**config.mk**
```make
export PLATFORM = sky130hd
export DESIGN_NAME = puf_eval_ctrl_flat
export DESIGN_NICKNAME = d
export VERILOG_FILES = /design/src/rtl/puf_pkg.sv /design/src/rtl/puf_eval_ctrl_if.sv /design/src/rtl/puf_sync2.sv /design/src/rtl/puf_eval_ctrl.sv /design/src/flat_wrapper.sv
export SDC_FILE = /design/constraint.sdc
export NUM_CORES = 1
export LEC_CHECK = 0
export CAP_MARGIN = 10
export CORE_MARGIN = 1
export CORE_UTILIZATION = 50
export DETAILED_ROUTE_END_ITERATION = 12
export PLACE_DENSITY_LB_ADDON = 0.08
export SYNTH_ARGS = -nofsm -noshare
export SYNTH_HDL_FRONTEND = slang
export SYNTH_HIERARCHICAL = 1
export SYNTH_SLANG_ARGS = --single-unit
```
**constraint.sdc**
```tcl
create_clock -name clk -period 2.2 [get_ports clk]
set_input_delay 0.22 -clock clk [delete_from_list [all_inputs] [get_ports clk]]
set_output_delay 0.22 -clock clk [all_outputs]
set_load 0.005 [all_outputs]
```
**src/rtl/puf_pkg.sv**
```systemverilog
// Shared types and defaults for the PUF challenge/response evaluation controller.
package puf_pkg;

  typedef enum logic [2:0] {
    IDLE,
    RUN,
    SAMPLE,
    SETTLE,
    VOTE,
    REPORT,
    WAIT_REL
  } state_t;

  localparam int DEF_CHAL_W         = 8;
  localparam int DEF_RESP_W         = 8;
  localparam int DEF_EN_W           = 32;
  localparam int DEF_NUM_EVALS      = 5;
  localparam int DEF_SETTLE_CYCLES  = 16;
  localparam int DEF_TIMEOUT_CYCLES = 4096;

  // Width needed to count 0..n inclusive.
  function automatic int CNT_W(input int n);
    return (n < 1) ? 1 : $clog2(n + 1);
  endfunction

endpackage

```
**src/rtl/puf_eval_ctrl_if.sv**
```systemverilog
// Host-side request/acknowledge bundle of the PUF evaluation controller.
// Optional macro PUF_STABILITY_MASK_EN adds the stable_mask response field.
interface puf_eval_ctrl_if
  import puf_pkg::*;
#(
  parameter int CHAL_W = DEF_CHAL_W,
  parameter int RESP_W = DEF_RESP_W
);
  logic              host_req;
  logic              host_ack;
  logic [CHAL_W-1:0] challenge_in;
  logic [RESP_W-1:0] resp_out;
  logic              resp_valid;
  logic              timeout_err;
`ifdef PUF_STABILITY_MASK_EN
  logic [RESP_W-1:0] stable_mask;
`endif

  modport master (
    output host_req, host_ack, challenge_in,
`ifdef PUF_STABILITY_MASK_EN
    input  stable_mask,
`endif
    input  resp_out, resp_valid, timeout_err
  );

  modport slave (
    input  host_req, host_ack, challenge_in,
`ifdef PUF_STABILITY_MASK_EN
    output stable_mask,
`endif
    output resp_out, resp_valid, timeout_err
  );
endinterface

```
**src/rtl/puf_sync2.sv**
```systemverilog
// Two-flop synchroniser for a single asynchronous control input.
module puf_sync2 (
  input  logic clk,
  input  logic rst,
  input  logic d,
  output logic q
);
  logic meta_p0;

  always_ff @(posedge clk or posedge rst) begin
    if (rst) begin
      meta_p0 <= 1'b0;
      q       <= 1'b0;
    end else begin
      meta_p0 <= d;
      q       <= meta_p0;
    end
  end
endmodule

```
**src/rtl/puf_eval_ctrl.sv**
```systemverilog
// Challenge/response controller: runs NUM_EVALS PUF evaluations, majority-votes each bit.
// Optional macro PUF_STABILITY_MASK_EN adds a per-bit unanimity mask output.
module puf_eval_ctrl
  import puf_pkg::*;
#(
  parameter int CHAL_W         = DEF_CHAL_W,
  parameter int RESP_W         = DEF_RESP_W,
  parameter int EN_W           = DEF_EN_W,
  parameter int NUM_EVALS      = DEF_NUM_EVALS,
  parameter int SETTLE_CYCLES  = DEF_SETTLE_CYCLES,
  parameter int TIMEOUT_CYCLES = DEF_TIMEOUT_CYCLES
) (
  input  logic                clk,
  input  logic                rst,
  puf_eval_ctrl_if.slave      host,
  input  logic                puf_done,
  input  logic [RESP_W-1:0]   puf_response,
  output logic [EN_W-1:0]     puf_enables,
  output logic [CHAL_W-1:0]   puf_challenge
);
  localparam int VCNT_W  = CNT_W(NUM_EVALS);
  localparam int CYC_MAX = (TIMEOUT_CYCLES > SETTLE_CYCLES) ? TIMEOUT_CYCLES : SETTLE_CYCLES;
  localparam int CYC_W   = $clog2(CYC_MAX + 1);
  localparam logic [CYC_W-1:0]  TMO_LAST    = CYC_W'(TIMEOUT_CYCLES - 1);
  localparam logic [CYC_W-1:0]  SETTLE_LAST = CYC_W'(SETTLE_CYCLES - 1);
  localparam logic [3:0]        EVAL_LAST   = 4'(NUM_EVALS - 1);
  localparam logic [VCNT_W:0]   NE_REF      = (VCNT_W + 1)'(NUM_EVALS);
  localparam logic [VCNT_W-1:0] NE_V        = VCNT_W'(NUM_EVALS);

  state_t              state;
  logic                req_s, ack_s, done_s, req_d;
  logic [3:0]          eval_cnt;
  logic [CYC_W-1:0]    cyc_cnt;
  logic [VCNT_W-1:0]   vote_cnt [RESP_W];
  logic                en_r, valid_r, tmo_r;
  logic [CHAL_W-1:0]   chal_r;
  logic [RESP_W-1:0]   resp_r;
  logic                start;

  puf_sync2 u_sync_req  (.clk(clk), .rst(rst), .d(host.host_req), .q(req_s));
  puf_sync2 u_sync_ack  (.clk(clk), .rst(rst), .d(host.host_ack), .q(ack_s));
  puf_sync2 u_sync_done (.clk(clk), .rst(rst), .d(puf_done),      .q(done_s));

  // Only a low-to-high request edge starts a run; a level left over from reset or abort does not.
  assign start = (state == IDLE) && req_s && !req_d;

  always_ff @(posedge clk or posedge rst) begin
    if (rst) begin
      state    <= IDLE;
      req_d    <= 1'b0;
      eval_cnt <= '0;
      cyc_cnt  <= '0;
      en_r     <= 1'b0;
      valid_r  <= 1'b0;
      tmo_r    <= 1'b0;
      chal_r   <= '0;
      resp_r   <= '0;
      for (int i = 0; i < RESP_W; i++) vote_cnt[i] <= '0;
    end else begin
      req_d <= req_s;
      unique case (state)
        IDLE: if (start) begin
          // challenge_in is held steady by the host while host_req is high
          chal_r   <= host.challenge_in;
          resp_r   <= '0;
          tmo_r    <= 1'b0;
          eval_cnt <= '0;
          cyc_cnt  <= '0;
          for (int i = 0; i < RESP_W; i++) vote_cnt[i] <= '0;
          en_r     <= 1'b1;
          state    <= RUN;
        end
        RUN: begin
          if (!req_s) begin
            en_r  <= 1'b0;
            state <= WAIT_REL;
          end else if (done_s) begin
            en_r  <= 1'b0;
            state <= SAMPLE;
          end else if (cyc_cnt == TMO_LAST) begin
            en_r    <= 1'b0;
            tmo_r   <= 1'b1;
            valid_r <= 1'b1;
            state   <= REPORT;
          end else begin
            cyc_cnt <= cyc_cnt + 1'b1;
          end
        end
        SAMPLE: begin
          for (int i = 0; i < RESP_W; i++)
            vote_cnt[i] <= vote_cnt[i] + VCNT_W'(puf_response[i]);
          eval_cnt <= eval_cnt + 1'b1;
          cyc_cnt  <= '0;
          state    <= (eval_cnt == EVAL_LAST) ? VOTE : SETTLE;
        end
        SETTLE: begin
          // Leave only once settle time has elapsed and the core has released done.
          if (!req_s) begin
            state <= WAIT_REL;
          end else if (cyc_cnt == SETTLE_LAST && !done_s) begin
            cyc_cnt <= '0;
            en_r    <= 1'b1;
            state   <= RUN;
          end else if (cyc_cnt != SETTLE_LAST) begin
            cyc_cnt <= cyc_cnt + 1'b1;
          end
        end
        VOTE: begin
          for (int i = 0; i < RESP_W; i++)
            resp_r[i] <= ({vote_cnt[i], 1'b0} > NE_REF);
          valid_r <= 1'b1;
          state   <= REPORT;
        end
        REPORT: if (ack_s) begin
          valid_r <= 1'b0;
          state   <= WAIT_REL;
        end
        WAIT_REL: if (!req_s && !ack_s) state <= IDLE;
        default: state <= IDLE;
      endcase
    end
  end

`ifdef PUF_STABILITY_MASK_EN
  logic [RESP_W-1:0] mask_r;

  always_ff @(posedge clk or posedge rst) begin
    if (rst) begin
      mask_r <= '0;
    end else if (start) begin
      mask_r <= '0;
    end else if (state == VOTE) begin
      for (int i = 0; i < RESP_W; i++)
        mask_r[i] <= (vote_cnt[i] == '0) || (vote_cnt[i] == NE_V);
    end
  end

  assign host.stable_mask = mask_r;
`endif

  assign puf_enables      = {EN_W{en_r}};
  assign puf_challenge    = chal_r;
  assign host.resp_out    = resp_r;
  assign host.resp_valid  = valid_r;
  assign host.timeout_err = tmo_r;
endmodule

```
**src/flat_wrapper.sv**
```systemverilog
// flat-port wrapper written by rule: the top's interface ports become plain ports
module puf_eval_ctrl_flat import puf_pkg::*;
#(
  parameter int CHAL_W         = DEF_CHAL_W,
  parameter int RESP_W         = DEF_RESP_W,
  parameter int EN_W           = DEF_EN_W,
  parameter int NUM_EVALS      = DEF_NUM_EVALS,
  parameter int SETTLE_CYCLES  = DEF_SETTLE_CYCLES,
  parameter int TIMEOUT_CYCLES = DEF_TIMEOUT_CYCLES
)
  (clk, rst, puf_done, puf_response, puf_enables, puf_challenge, host_host_req, host_host_ack, host_challenge_in, host_resp_out, host_resp_valid, host_timeout_err);
  puf_eval_ctrl_if #(.CHAL_W(CHAL_W), .RESP_W(RESP_W)) host_i ();
  input  logic clk;
  input  logic rst;
  input  logic puf_done;
  input  logic [RESP_W-1:0] puf_response;
  output logic [EN_W-1:0] puf_enables;
  output logic [CHAL_W-1:0] puf_challenge;
  input wire logic [$bits(host_i.host_req)-1:0] host_host_req;
  input wire logic [$bits(host_i.host_ack)-1:0] host_host_ack;
  input wire logic [$bits(host_i.challenge_in)-1:0] host_challenge_in;
  output wire logic [$bits(host_i.resp_out)-1:0] host_resp_out;
  output wire logic [$bits(host_i.resp_valid)-1:0] host_resp_valid;
  output wire logic [$bits(host_i.timeout_err)-1:0] host_timeout_err;
  assign host_i.host_req = host_host_req;
  assign host_i.host_ack = host_host_ack;
  assign host_i.challenge_in = host_challenge_in;
  assign host_resp_out = host_i.resp_out;
  assign host_resp_valid = host_i.resp_valid;
  assign host_timeout_err = host_i.timeout_err;
  puf_eval_ctrl #(.CHAL_W(CHAL_W), .RESP_W(RESP_W), .EN_W(EN_W), .NUM_EVALS(NUM_EVALS), .SETTLE_CYCLES(SETTLE_CYCLES), .TIMEOUT_CYCLES(TIMEOUT_CYCLES)) u_core (.clk(clk), .rst(rst), .host(host_i), .puf_done(puf_done), .puf_response(puf_response), .puf_enables(puf_enables), .puf_challenge(puf_challenge));
endmodule
```
# --- Word-level counts from Yosys, hierarchy flattened ---
# Cells that the tools add are included.
# Widths: inputs -> output; s select.
op_classes:
  addsub: 10
  n_lt_le_gt_ge: 8
  eq_ne: 22
  muxes: 38
  n_reduce_logical: 23
op_table:
  columns: ["operator", "n"]
  rows:
  - ["$mux 13", 7]
  - ["$pmux 13 s4", 1]
  - ["$pmux 24 s2", 1]
  - ["$gt 4x3->1 const B", 8]
  - ["$mux 3", 9]
  - ["$add 3x1->3", 8]
  - ["$mux 24", 1]
  - ["$pmux 3 s7", 1]
  - ["$reduce_and 5->1", 4]
  - ["$pmux 8 s2", 1]
  - ["$add 13x1->13 const B", 1]
  - ["$eq 13x12->1 const B", 1]
  - ["$eq 13x4->1 const B", 1]
  - ["$ne 13x4->1 const B", 1]
  - ["$mux 1", 11]
  - ["$ne 2x2->1 const B", 5]
  - ["$eq 3x3->1 const B", 3]
  - ["$mux 8", 1]
  - ["$ne 2x1->1 const B", 4]
  - ["$pmux 4 s2", 1]
  - ["$reduce_and 7->1", 1]
  - ["$eq 3x2->1 const B", 2]
  - ["$pmux 1 s3", 2]
  - ["$reduce_and 2->1", 3]
  - ["14 further kinds", 23]
totals:
  register_bits: 70
  input_bits: 21
  output_inout_bits: 50
  word_cells: 124

# --- Logic depth before layout (Yosys ltp) ---
# Gate-level depths: netlist of run 1.
depth:
  ltp_word: 5
  mapped_depth: 7
  mapped_depth_nobuf: 6

# --- By module ---
# Netlist of run 1, hierarchy kept.
modules_own_cells:
  columns: ["module", "n_inst", "cells_per_inst", "area_per_inst_um2"]
  rows:
  - ["puf_eval_ctrl", 1, 388, 3606.0]
  - ["puf_sync2", 3, 3, 53.8]

# --- Least setup slack after synthesis of run 1 ---
# OpenSTA, ideal clock, no wires.
synth_path:
  path_kind: "register to register"
  startpoint: "reg u_core.cyc_cnt[0]"
  endpoint: "reg u_core.cyc_cnt[9]"
  arrival_ns: 1.821
  required_time_ns: 2.074
  slack_ns: 0.253
  stages_incl_launch_ff: 8
  path_buffers: 1
  synth_period_minus_slack_ns: 1.947
  path_cell_list: "dfrtp_1 ha_1 nand3_1 nor4_2 nand2_1 and3b_1 buf_6 a221o_1"
synth_between:
  elab_chain_cells: 5
synth_lines:
  columns: ["item", "line", "text"]
  rows:
  - ["start, declared", "puf_eval_ctrl.sv:33", "logic [CYC_W-1:0] cyc_cnt;"]
  - ["start signal, assigned", "puf_eval_ctrl.sv:86", "cyc_cnt <= cyc_cnt + 1'b1;"]
  - ["start signal, assigned", "puf_eval_ctrl.sv:105", "cyc_cnt <= cyc_cnt + 1'b1;"]
  - ["$add 13x1->13 or $eq 13x4->1 (tied branches)", "puf_eval_ctrl.sv:86, puf_eval_ctrl.sv:105, puf_eval_ctrl.sv:100", null]
  - ["$mux 13, or another cell as far along", "puf_eval_ctrl.sv:104", "end else if (cyc_cnt != SETTLE_LAST) begin"]
  - ["$mux 13 (on tied branches)", "puf_eval_ctrl.sv:100, puf_eval_ctrl.sv:77", null]
  - ["$mux 13 (on tied branches)", "puf_eval_ctrl.sv:98, puf_eval_ctrl.sv:74", null]
  - ["$pmux 13 s4", "puf_eval_ctrl.sv:61", "unique case (state)"]
# Parallel ways exist; a longest one is shown, timed or not. The select of a mux whose other input is x is not followed.
# A chain may end at the register's enable or synchronous reset.

# --- Worst setup path in the final report of run 1 ---
layout_path:
  startpoint: "reg u_core.cyc_cnt[1]"
  endpoint: "reg u_core.cyc_cnt[0]"
layout_between:
  elab_chain_cells: 5
layout_lines:
  columns: ["item", "line", "text"]
  rows:
  - ["$eq 13x4->1", "puf_eval_ctrl.sv:100", "end else if (cyc_cnt == SETTLE_LAST && !done_s) begin"]
  - ["$logic_and 1x1->1", "puf_eval_ctrl.sv:100", null]
  - ["$mux 13", "puf_eval_ctrl.sv:100", null]
  - ["$mux 13", "puf_eval_ctrl.sv:98", "if (!req_s) begin"]
  - ["$pmux 13 s4", "puf_eval_ctrl.sv:61", null]
# Parallel ways exist; a longest one is shown, timed or not. The select of a mux whose other input is x is not followed.

==> impl_metrics.csv, run 1 <==
group,metric,value,unit
clocking,cts_buffers,9,
yosys,syn_inst,397,
final_layout,fin_cells,554,
timing,period_share,0.976,
yosys,async_reset_ff_frac,1.00,
routing,wl_per_cell,14.1,µm
yosys,synth_edf_count,0,
power_and_ir_drop,vdd_drop_max,0.000751,V
clocking,cts_tree,"built",
place,placed_area,0.00440,mm²
power_and_ir_drop,p_sw_frac,0.338,
timing,drv_slew,0,
place,dp.cells,533,
setup_path,cp_max_fo,5,
place,place_congestion,0.814,
yosys,syn_avg_cell_area,9.49,µm²
clocking,ctsHoldBuffers,0,
yosys,synth_cell_types,53,
outcome,status,"finished clean",
power_and_ir_drop,seq_power_share,0.333,
yosys,yosysTopAreaCell,"dfrtp_1",
final_layout,drive_above_1_share,0.149,
routing,routed_wl,7800,µm
hold_path,hold_class,"input pin to async pin",
clocking,cts-root-buf,"clkbuf_8",
timing,fmax,466,MHz
setup_path,slowest_delay,420,ps
global_route,grt_max_degree,65,
yosys,synth.area.top_cells,"dfrtp_1, buf_4, nand2_1",
clocking,h-tree-depth,3,
setup_path,critPathBufInv,1,
power_and_ir_drop,p_per_area,1210,mW/mm²
timing,timing.final.ws_setup,52.5,ps
global_route,antenna_found_initial,0,
flow_run,drv_cap,0,
final_layout,finalNetCount,490,
clocking,clock_sinks,70,
setup_path,cp-end-kind,"flop",
floorplanning,coreArea,0.00725,mm²
power_and_ir_drop,p_total,5.72,mW
setup_path,critPathSlowestCell,"dfrtp_1",
clocking,clockBufferDepth,2,
timing,relSlewSlack,0.769,
floorplanning,start_util,0.519,
final_layout,n_antenna_cell,0,
yosys,ys_ff_latch,70,
floorplanning,die_y,88.8,µm
global_route,grt_pass1_vias,2665,
power_and_ir_drop,p_leak,2.14,nW
floorplanning,io_pins,71,
clocking,clkSlewWorstSetupHoldPaths,80,ps
routing,drt_iter0_drc,212,
global_route,grt_pass1_wl,12700,µm
routing,drc_errors,0,
power_and_ir_drop,power.switching,1.93,mW
floorplanning,die_area,0.00789,mm²
yosys,ys_warn_count,6,
clocking,insertion_delay,340,ps
global_route,grtUsageTotal,0.212,
timing,fin_crit,2150,ps
final_layout,synthToLayoutAreaGrowth,25.1,%
setup_path,crit_family,"simple AND/OR/NAND/NOR gates",
yosys,netlist.area_leader.share,0.465,
setup_path,r2r_slack,50,ps
setup_path,worstSetupStartpointType,"flop",
setup_path,crit_required,2430,ps
setup_path,path_class,"flop to flop",
power_and_ir_drop,clkPwrFrac,0.215,
yosys,seq_area_frac_synth,0.465,
yosys,synthesis.area,0.00377,mm²
final_layout,fin_util,0.650,
routing,routed_via_density,5.47,
global_route,grt.overflow.total,0,
place,io_buffers,70,
place,dpl_worst_slack,37.9,ps
power_and_ir_drop,intPower,3.78,mW
timing,rsz0062_at_grt,"true",
timing,skew,7.34,ps
timing,hold_violations,0,
timing,setup_viol,0,
routing,drtAntennaViolNets,0,
yosys,synth-main-ff-cell,"dfrtp_1",
place,dpl.hpwl,5110,µm
routing,drtPass1Iterations,5,
floorplanning,die_width,88.8,µm
power_and_ir_drop,power_frac_comb,0.451,
final_layout,final_area,0.00471,mm²
floorplanning,rows,31,
setup_path,arrival,2370,ps
yosys,syn_nets,437,
timing,worstMarginPinSlew,346,ps
routing,vias,3029,
setup_path,path_cells,"ha_4 > and3_4 > nand4_1 > o311ai_4 > buf_4 > and3b_2 > mux2_2",
repair_timing:
item | 4_1_cts | 5_1_grt
gates resized for setup | 0 | 7
setup endpoints to repair | 0 | 14
endpoints found under the hold margin | 0 | 0
buffers inserted | 0 | 4
path summary, 6_finish.rpt:
| kind | from | to | depth (start not counted) |
|---|---|---|---|
| setup / recovery | u_core/cyc_cnt[1] | u_core/cyc_cnt[0] | 7 |
| hold / removal | rst | u_core/u_sync_ack/meta_p0 | 2 |
| max in group asynchronous | rst | u_core/vote_cnt[12] | 3 |
| min in group clk | host_host_req | u_core/u_sync_req/meta_p0 | 1 |
| hold reg to reg | u_core/u_sync_req/meta_p0 | u_core/u_sync_req/q | 0 |
| setup reg to reg | u_core/cyc_cnt[1] | u_core/cyc_cnt[0] | 7 |
flip-flops by register name, indices dropped and copies added (netlist names), 3 cells and up:
name,flops
u_core/host.resp_out,8
u_core/vote_cnt,24
u_core/eval_cnt,4
u_core/puf_challenge,8
u_core/state,3
u_core/cyc_cnt,13
cell usage in the layout (no fill, tap or decap), drive strengths merged, types with 6 or more instances in the layout:
cell / n
o21ai: 42
nand3: 6
and3b: 6
clkbuf: 9
a221o: 6
o22ai: 12
buf: 23
nand2: 66
inv: 9
nor2: 31
clkdlybuf4s50: 70
mux2: 10
ha: 19
a21oi: 14
dfrtp: 70
cells by family after synthesis:
family,Yosys count,synth area share
and+or+nand+nor,137,0.169
AOI/OAI and AO/OA,97,0.165
DFF,70,0.465
buffers and inverters,62,0.103
adders and majority gates,19,0.0631
muxes,11,0.0325
xor gates and xnor gates,1,0.00233
cell usage after synthesis, types with 2 or more instances:
| cell | instances |
|---|---|
| or3_1 | 2 |
| o2bb2ai_1 | 2 |
| nand2b_1 | 3 |
| and3_1 | 4 |
| buf_4 | 36 |
| nor2b_1 | 5 |
| o21a_1 | 2 |
| buf_1 | 2 |
| dfrtp_1 | 70 |
| mux2_2 | 10 |
| nand3_1 | 6 |
| clkbuf_2 | 2 |
| a31oi_1 | 2 |
| nand4_1 | 4 |
| nor3_1 | 4 |
| a221o_1 | 5 |
| o21ai_0 | 42 |
| ha_1 | 19 |
| nand2_1 | 65 |
| o22ai_1 | 12 |
| clkbuf_1 | 9 |
| o211ai_1 | 3 |
| nor2_1 | 31 |
| inv_1 | 9 |
| and3b_1 | 4 |
| a21oi_1 | 14 |
| a22o_2 | 4 |
metrics by stage:
step	TNS [ps]	hold WS (ps)
after CTS	0	124
after global placement	0	336
final	0	124
after global routing	-61.0	156
after detailed placement	0	336
after floorplan	0	-38.8
area by class of cell:
cell class / instances / area [µm²]
Sequential cell: 70 / 1750
Tap cell: 99 / 124
Timing Repair Buffer: 93 / 886
Multi-Input combinational cell: 266 / 1680
Clock buffer: 9 / 124
Inverter: 10 / 37.5
Fill cell: 604 / 2540
Clock inverter: 7 / 113
power by group through the flow:
stage | logic, mW | registers [mW] | clock network, mW
floorplan | 1.70 | 1.90 | 0
global placement | 2.44 | 1.90 | 0
detailed placement | 2.50 | 1.91 | 0
CTS | 2.52 | 1.89 | 1.26
global route | 2.86 | 1.96 | 1.32
finish | 2.58 | 1.90 | 1.23
layer usage:
layer	vias to the layer above	routed length [µm]	track usage
li1	1464	-	-
met1	1444	3460	0.288
met5	-	0	0
met3	12	456	0.0457
met2	109	3790	0.343
met4	0	96	0.0587
(Power assumes the default switching activity.)
==> run 2, diff against run 1 <==
Settings changed: CORE_UTILIZATION 50 to 39.
==> run 2 against run 1 <==
Clock skew hardly changed. Hold slack better by 6.3 ps. Global-route usage is 4.7 points lower. Combinational power hardly changed. First-iteration DRC count is 56% lower. Sequential power hardly changed. Critical path depth stayed put. Register-to-register slack better by 30 ps. Maximum frequency is 1.2% higher. Final area hardly changed. Sequential cell count stayed put. Critical path type unchanged.
==> impl_metrics.csv, run 2 (synthesis results as in run 1) <==
group,metric,value,unit
global_route,grtUsageTotal,0.164,
global_route,grt_pass1_wl,13100,µm
routing,drtAntennaViolNets,0,
setup_path,cp-end-kind,"flop",
place,place_congestion,0.839,
final_layout,synthToLayoutAreaGrowth,25.1,%
final_layout,register_area,0.00175,mm²
routing,wl_met1,3840,µm
routing,route.met3.wl,338,µm
setup_path,path_cells,"ha_2 > and3_4 > nand4_1 > o311ai_2 > and3b_2 > buf_4 > a221o_2",
place,dpl.hpwl,5310,µm
final_layout,drive_above_1_share,0.157,
power_and_ir_drop,p_leak,2.11,nW
setup_path,path_class,"flop to flop",
routing,wl_met2,3590,µm
final_layout,n_antenna_cell,0,
final_layout,largest_reg_flops,24,
timing,skew,7.51,ps
setup_path,slowest_delay,370,ps
clocking,clkSlewWorstSetupHoldPaths,80,ps
timing,drv_slew,0,
clocking,cts_tree,"built",
clocking,ctsHoldBuffers,0,
floorplanning,die_area,0.0101,mm²
routing,wl_per_cell,13.4,µm
timing,relSlewSlack,0.619,
setup_path,worstReg2RegEnd,"u_core/cyc_cnt[11]",
routing,highest_layer,"met4",
place,io_buffers,70,
global_route,antenna_found_initial,0,
routing,routed_wl,7890,µm
setup_path,cp-startpoint,"u_core/cyc_cnt[0]",
timing,period_share,0.964,
timing,worstMarginPinSlew,571,ps
timing,fin_crit,2120,ps
floorplanning,rows,35,
final_layout,final_cell_mix,"clkdlybuf4s50_1, dfrtp_1, nand2_1",
final_layout,regMostFlops,"u_core/vote_cnt",
clocking,cts-root-buf,"clkbuf_8",
setup_path,worstSetupStartpointType,"flop",
setup_path,cp_max_fo,5,
final_layout,top_regs,"u_core/vote_cnt x24, u_core/cyc_cnt x13",
setup_path,critPathSlowestCell,"dfrtp_1",
routing,drt_iter0_drc,93,
clocking,h-tree-depth,3,
timing,setup_viol,0,
power_and_ir_drop,vdd_drop_max,0.000415,V
floorplanning,io_pins,71,
timing,hold_violations,0,
setup_path,r2r_slack,80,ps
power_and_ir_drop,p_per_area,1160,mW/mm²
global_route,grt_max_degree,35,
routing,routed_via_density,5.16,
final_layout,finalNetCount,494,
setup_path,arrival,2350,ps
flow_run,drv_cap,0,
setup_path,crit_required,2430,ps
floorplanning,die_y,100,µm
final_layout,multi_input_area,0.00164,mm²
routing,drc_errors,0,
timing,fmax,471,MHz
clocking,cts_buffers,9,
clocking,insertion_delay,340,ps
routing,vias,3030,
hold_path,hold_class,"input pin to async pin",
floorplanning,start_util,0.406,
final_layout,fin_cells,587,
clocking,clockBufferDepth,2,
clocking,clock_sinks,70,
setup_path,critPathCapture,"u_core/cyc_cnt[11]",
floorplanning,coreArea,0.00928,mm²
timing,final.setup.tns,0,ps
power_and_ir_drop,p_total,5.47,mW
outcome,status,"finished clean",
routing,drtPass1Iterations,4,
setup_path,r2r_cells,7,
timing,rsz0062_at_grt,"false",
global_route,grt_pass1_vias,2796,
setup_path,timing.rr.start,"u_core/cyc_cnt[0]",
timing,holdWs,130,ps
place,dp.cells,566,
final_layout,num-fill-cells,886,
final_layout,final_common_cell,"clkdlybuf4s50_1",
global_route,grt.overflow.total,0,
floorplanning,die_width,100,µm
## run 2: worst min path at each step
stage,end,cells after the start,startpoint,slack [ps]
final,u_core/u_sync_done/meta_p0,2,rst,130
after CTS,u_core/u_sync_done/q,2,rst,120
after global routing,u_core/u_sync_req/q,2,rst,170
after detailed placement,u_core/u_sync_done/q,0,u_core/u_sync_done/meta_p0,340
after global placement,u_core/u_sync_ack/q,0,u_core/u_sync_ack/meta_p0,340
after floorplan,u_core/u_sync_ack/meta_p0,1,rst,-40
## run 2: final cells by class
type	instances	share of cell area
flip-flops and latches	70	0.372
multi-input cells	265	0.348
repair buffers	98	0.199
well taps	129	0.0342
clock buffers	9	0.0263
clock inverters	6	0.0135
inverters	10	0.00796
## run 2: worst max-delay path: cells and delay by family (launching register included)
kind	cells	cell delay (ps)
AOI/OAI and AO/OA	2	670
buffers and inverters	1	150
adders and majority gates	1	180
and+or+nand+nor	3	630
DFF	1	370
## run 2: metrics by stage
stage / cell area (µm²) / util / setup WS (ps)
floorplan: 3770 / - / 253
global placement: 4470 / 0.482 / 105
detailed placement: 4470 / 0.482 / 35.3
CTS: 4660 / 0.502 / 30.6
global route: 4710 / 0.508 / 2.03
finish: 4710 / 0.508 / 78.6
## run 2: repair_timing
item                                    4_1_cts  5_1_grt
gates resized for setup                       0        4
endpoints found under the setup margin        0        2
buffers inserted                              0        6
## run 2: power by group
part	switching [mW]	total (mW)	internal, mW
clock	0.501	1.02	0.515
combinational	1.15	2.56	1.41
sequential	0.259	1.89	1.63
## run 2: routing by layer
layer  up-vias  global-route usage
met4         0              0.0702
met1      1465               0.215
met2        88               0.267
li1       1467                   -
met3        10              0.0306
met5         -                   0
==> run 3, diff against run 2 <==
Clock period 2.2 ns to 2.7 ns, I/O delays scaled along.
==> run 3 against run 2 <==
Wire length shrank 4.6%. Combinational power shrank 28%. Clock skew grew 0.94 ps. Final area fell by 3.7%. Critical path type unchanged. Largest power group unchanged.
==> impl_metrics.csv, run 3 (synthesis results as in run 1) <==
group,metric,value,unit
power_and_ir_drop,power_frac_comb,0.428,
floorplanning,die_y,100,µm
floorplanning,rows,35,
timing,rsz0062_at_grt,"false",
power_and_ir_drop,intPower,2.81,mW
clocking,cts_setup_buffers,0,
clocking,clockBufferDepth,2,
floorplanning,coreArea,0.00928,mm²
setup_path,cp_max_fo,11,
clocking,clkSlewWorstSetupHoldPaths,80,ps
timing,worstMarginPinSlew,790,ps
floorplanning,io_pins,71,
outcome,status,"finished clean",
final_layout,final_area,0.00454,mm²
clocking,insertion_delay,340,ps
routing,drc_errors,0,
routing,wl_per_cell,13.3,µm
clocking,cts_tree,"built",
routing,routed_wl,7520,µm
setup_path,path_class,"flop to flop",
floorplanning,die_area,0.0101,mm²
routing,vias,2894,
routing,drtAntennaViolNets,0,
timing,drv_slew,0,
place,placed_area,0.00434,mm²
setup_path,crit_required,2930,ps
clocking,clock_sinks,70,
setup_path,cp-end-kind,"flop",
global_route,grt.overflow.total,0,
final_layout,largest_reg_flops,24,
timing,setup_viol,0,
floorplanning,die_width,100,µm
power_and_ir_drop,p_total,4.32,mW
routing,drtPass1Iterations,4,
timing,skew,8.45,ps
final_layout,finalNetCount,472,
clocking,cts_buffers,9,
timing,hold_violations,0,
timing,relSlewSlack,0.474,
final_layout,num-fill-cells,928,
flow_run,drv_cap,0,
clocking,h-tree-depth,3,
timing,fmax,451,MHz
clocking,cts-root-buf,"clkbuf_8",
setup_path,worstSetupStartpointType,"flop",
timing,period_share,0.821,
place,place_congestion,0.817,
setup_path,cp-startpoint,"u_core/cyc_cnt[0]",
power_and_ir_drop,seq_power_share,0.374,
timing,holdWs,192,ps
global_route,grt_max_degree,56,
routing,drt_iter0_drc,108,
final_layout,synthToLayoutAreaGrowth,20.5,%
final_layout,multi_input_area,0.00163,mm²
routing,routed_via_density,5.11,
setup_path,arrival,2450,ps
final_layout,final_cell_mix,"clkdlybuf4s50_1, dfrtp_1, nand2_1",
final_layout,register_area,0.00175,mm²
final_layout,top_regs,"u_core/vote_cnt x24, u_core/cyc_cnt x13",
global_route,grt_pass1_vias,2693,
power_and_ir_drop,p_sw_frac,0.349,
power_and_ir_drop,p_per_area,952,mW/mm²
timing,final.setup.tns,0,ps
final_layout,n_antenna_cell,0,
setup_path,timing.rr.start,"u_core/cyc_cnt[0]",
clocking,ctsHoldBuffers,0,
global_route,antenna_found_initial,0,
place,dpl.hpwl,4900,µm
clocking,cts_resized,0,
place,io_buffers,70,
final_layout,regMostFlops,"u_core/vote_cnt",
global_route,grt_pass1_wl,12800,µm
final_layout,fin_util,0.489,
power_and_ir_drop,clkPwrFrac,0.198,
timing,fin_crit,2220,ps
final_layout,drive_above_1_share,0.105,
floorplanning,start_util,0.406,
power_and_ir_drop,vdd_drop_max,0.000442,V
hold_path,hold_class,"input pin to async pin",
global_route,grtUsageTotal,0.161,
power_and_ir_drop,power.switching,1.51,mW
power_and_ir_drop,p_leak,2.00,nW
[run 3: changes by cell type in the layout (fill, tap and decap cells not counted), sizes merged]
cell    change
buf        -22
clkbuf      +2
clkinv      -1
[run 3: critical path, stage by stage (launching register included)]
cell     delay (ps)
dfrtp_1         370
ha_1            220
nand3_1         130
nor4_2          430
nand2_1         210
and3b_1         370
a221o_2         370
[run 3: metrics by stage]
step | setup WS [ps] | std cells
floorplan | 753 | 397
global placement | 537 | 550
detailed placement | 455 | 550
CTS | 452 | 566
global route | 282 | 566
finish | 484 | 566
[run 3: power by group through the flow]
stage	logic (mW)	registers (mW)	clock network (mW)
CTS	1.87	1.62	0.889
detailed placement	1.87	1.64	0
global route	2.08	1.67	0.924
finish	1.85	1.62	0.855
floorplan	1.38	1.55	0
global placement	1.86	1.62	0
[run 3: area by class of cell]
class                      count  area share
timing repair buffer          76       0.167
multi-input combinational    265       0.359
inverter                      10     0.00827
tap                          129      0.0356
clock buffer                  11      0.0312
clock inverter                 5      0.0130
sequential                    70       0.386
[run 3: final timing paths]
check | endpoint | slack, ps | depth (start not counted)
setup / recovery | u_core/cyc_cnt[11] | 480 | 6
hold / removal | u_core/u_sync_done/q | 190 | 2
setup reg to reg | u_core/cyc_cnt[11] | 480 | 6
hold reg to reg | u_core/u_sync_req/q | 350 | 0
max in group asynchronous | u_core/host.resp_out[5] | 1880 | 3
min in group clk | u_core/u_sync_req/q | 350 | 0
[run 3: layer usage]
layer / global-route usage / part of all wire
met1: 0.206 / 0.48
met2: 0.267 / 0.47
met3: 0.0355 / 0.036
met4: 0.0602 / 0.011
met5: 0 / 0
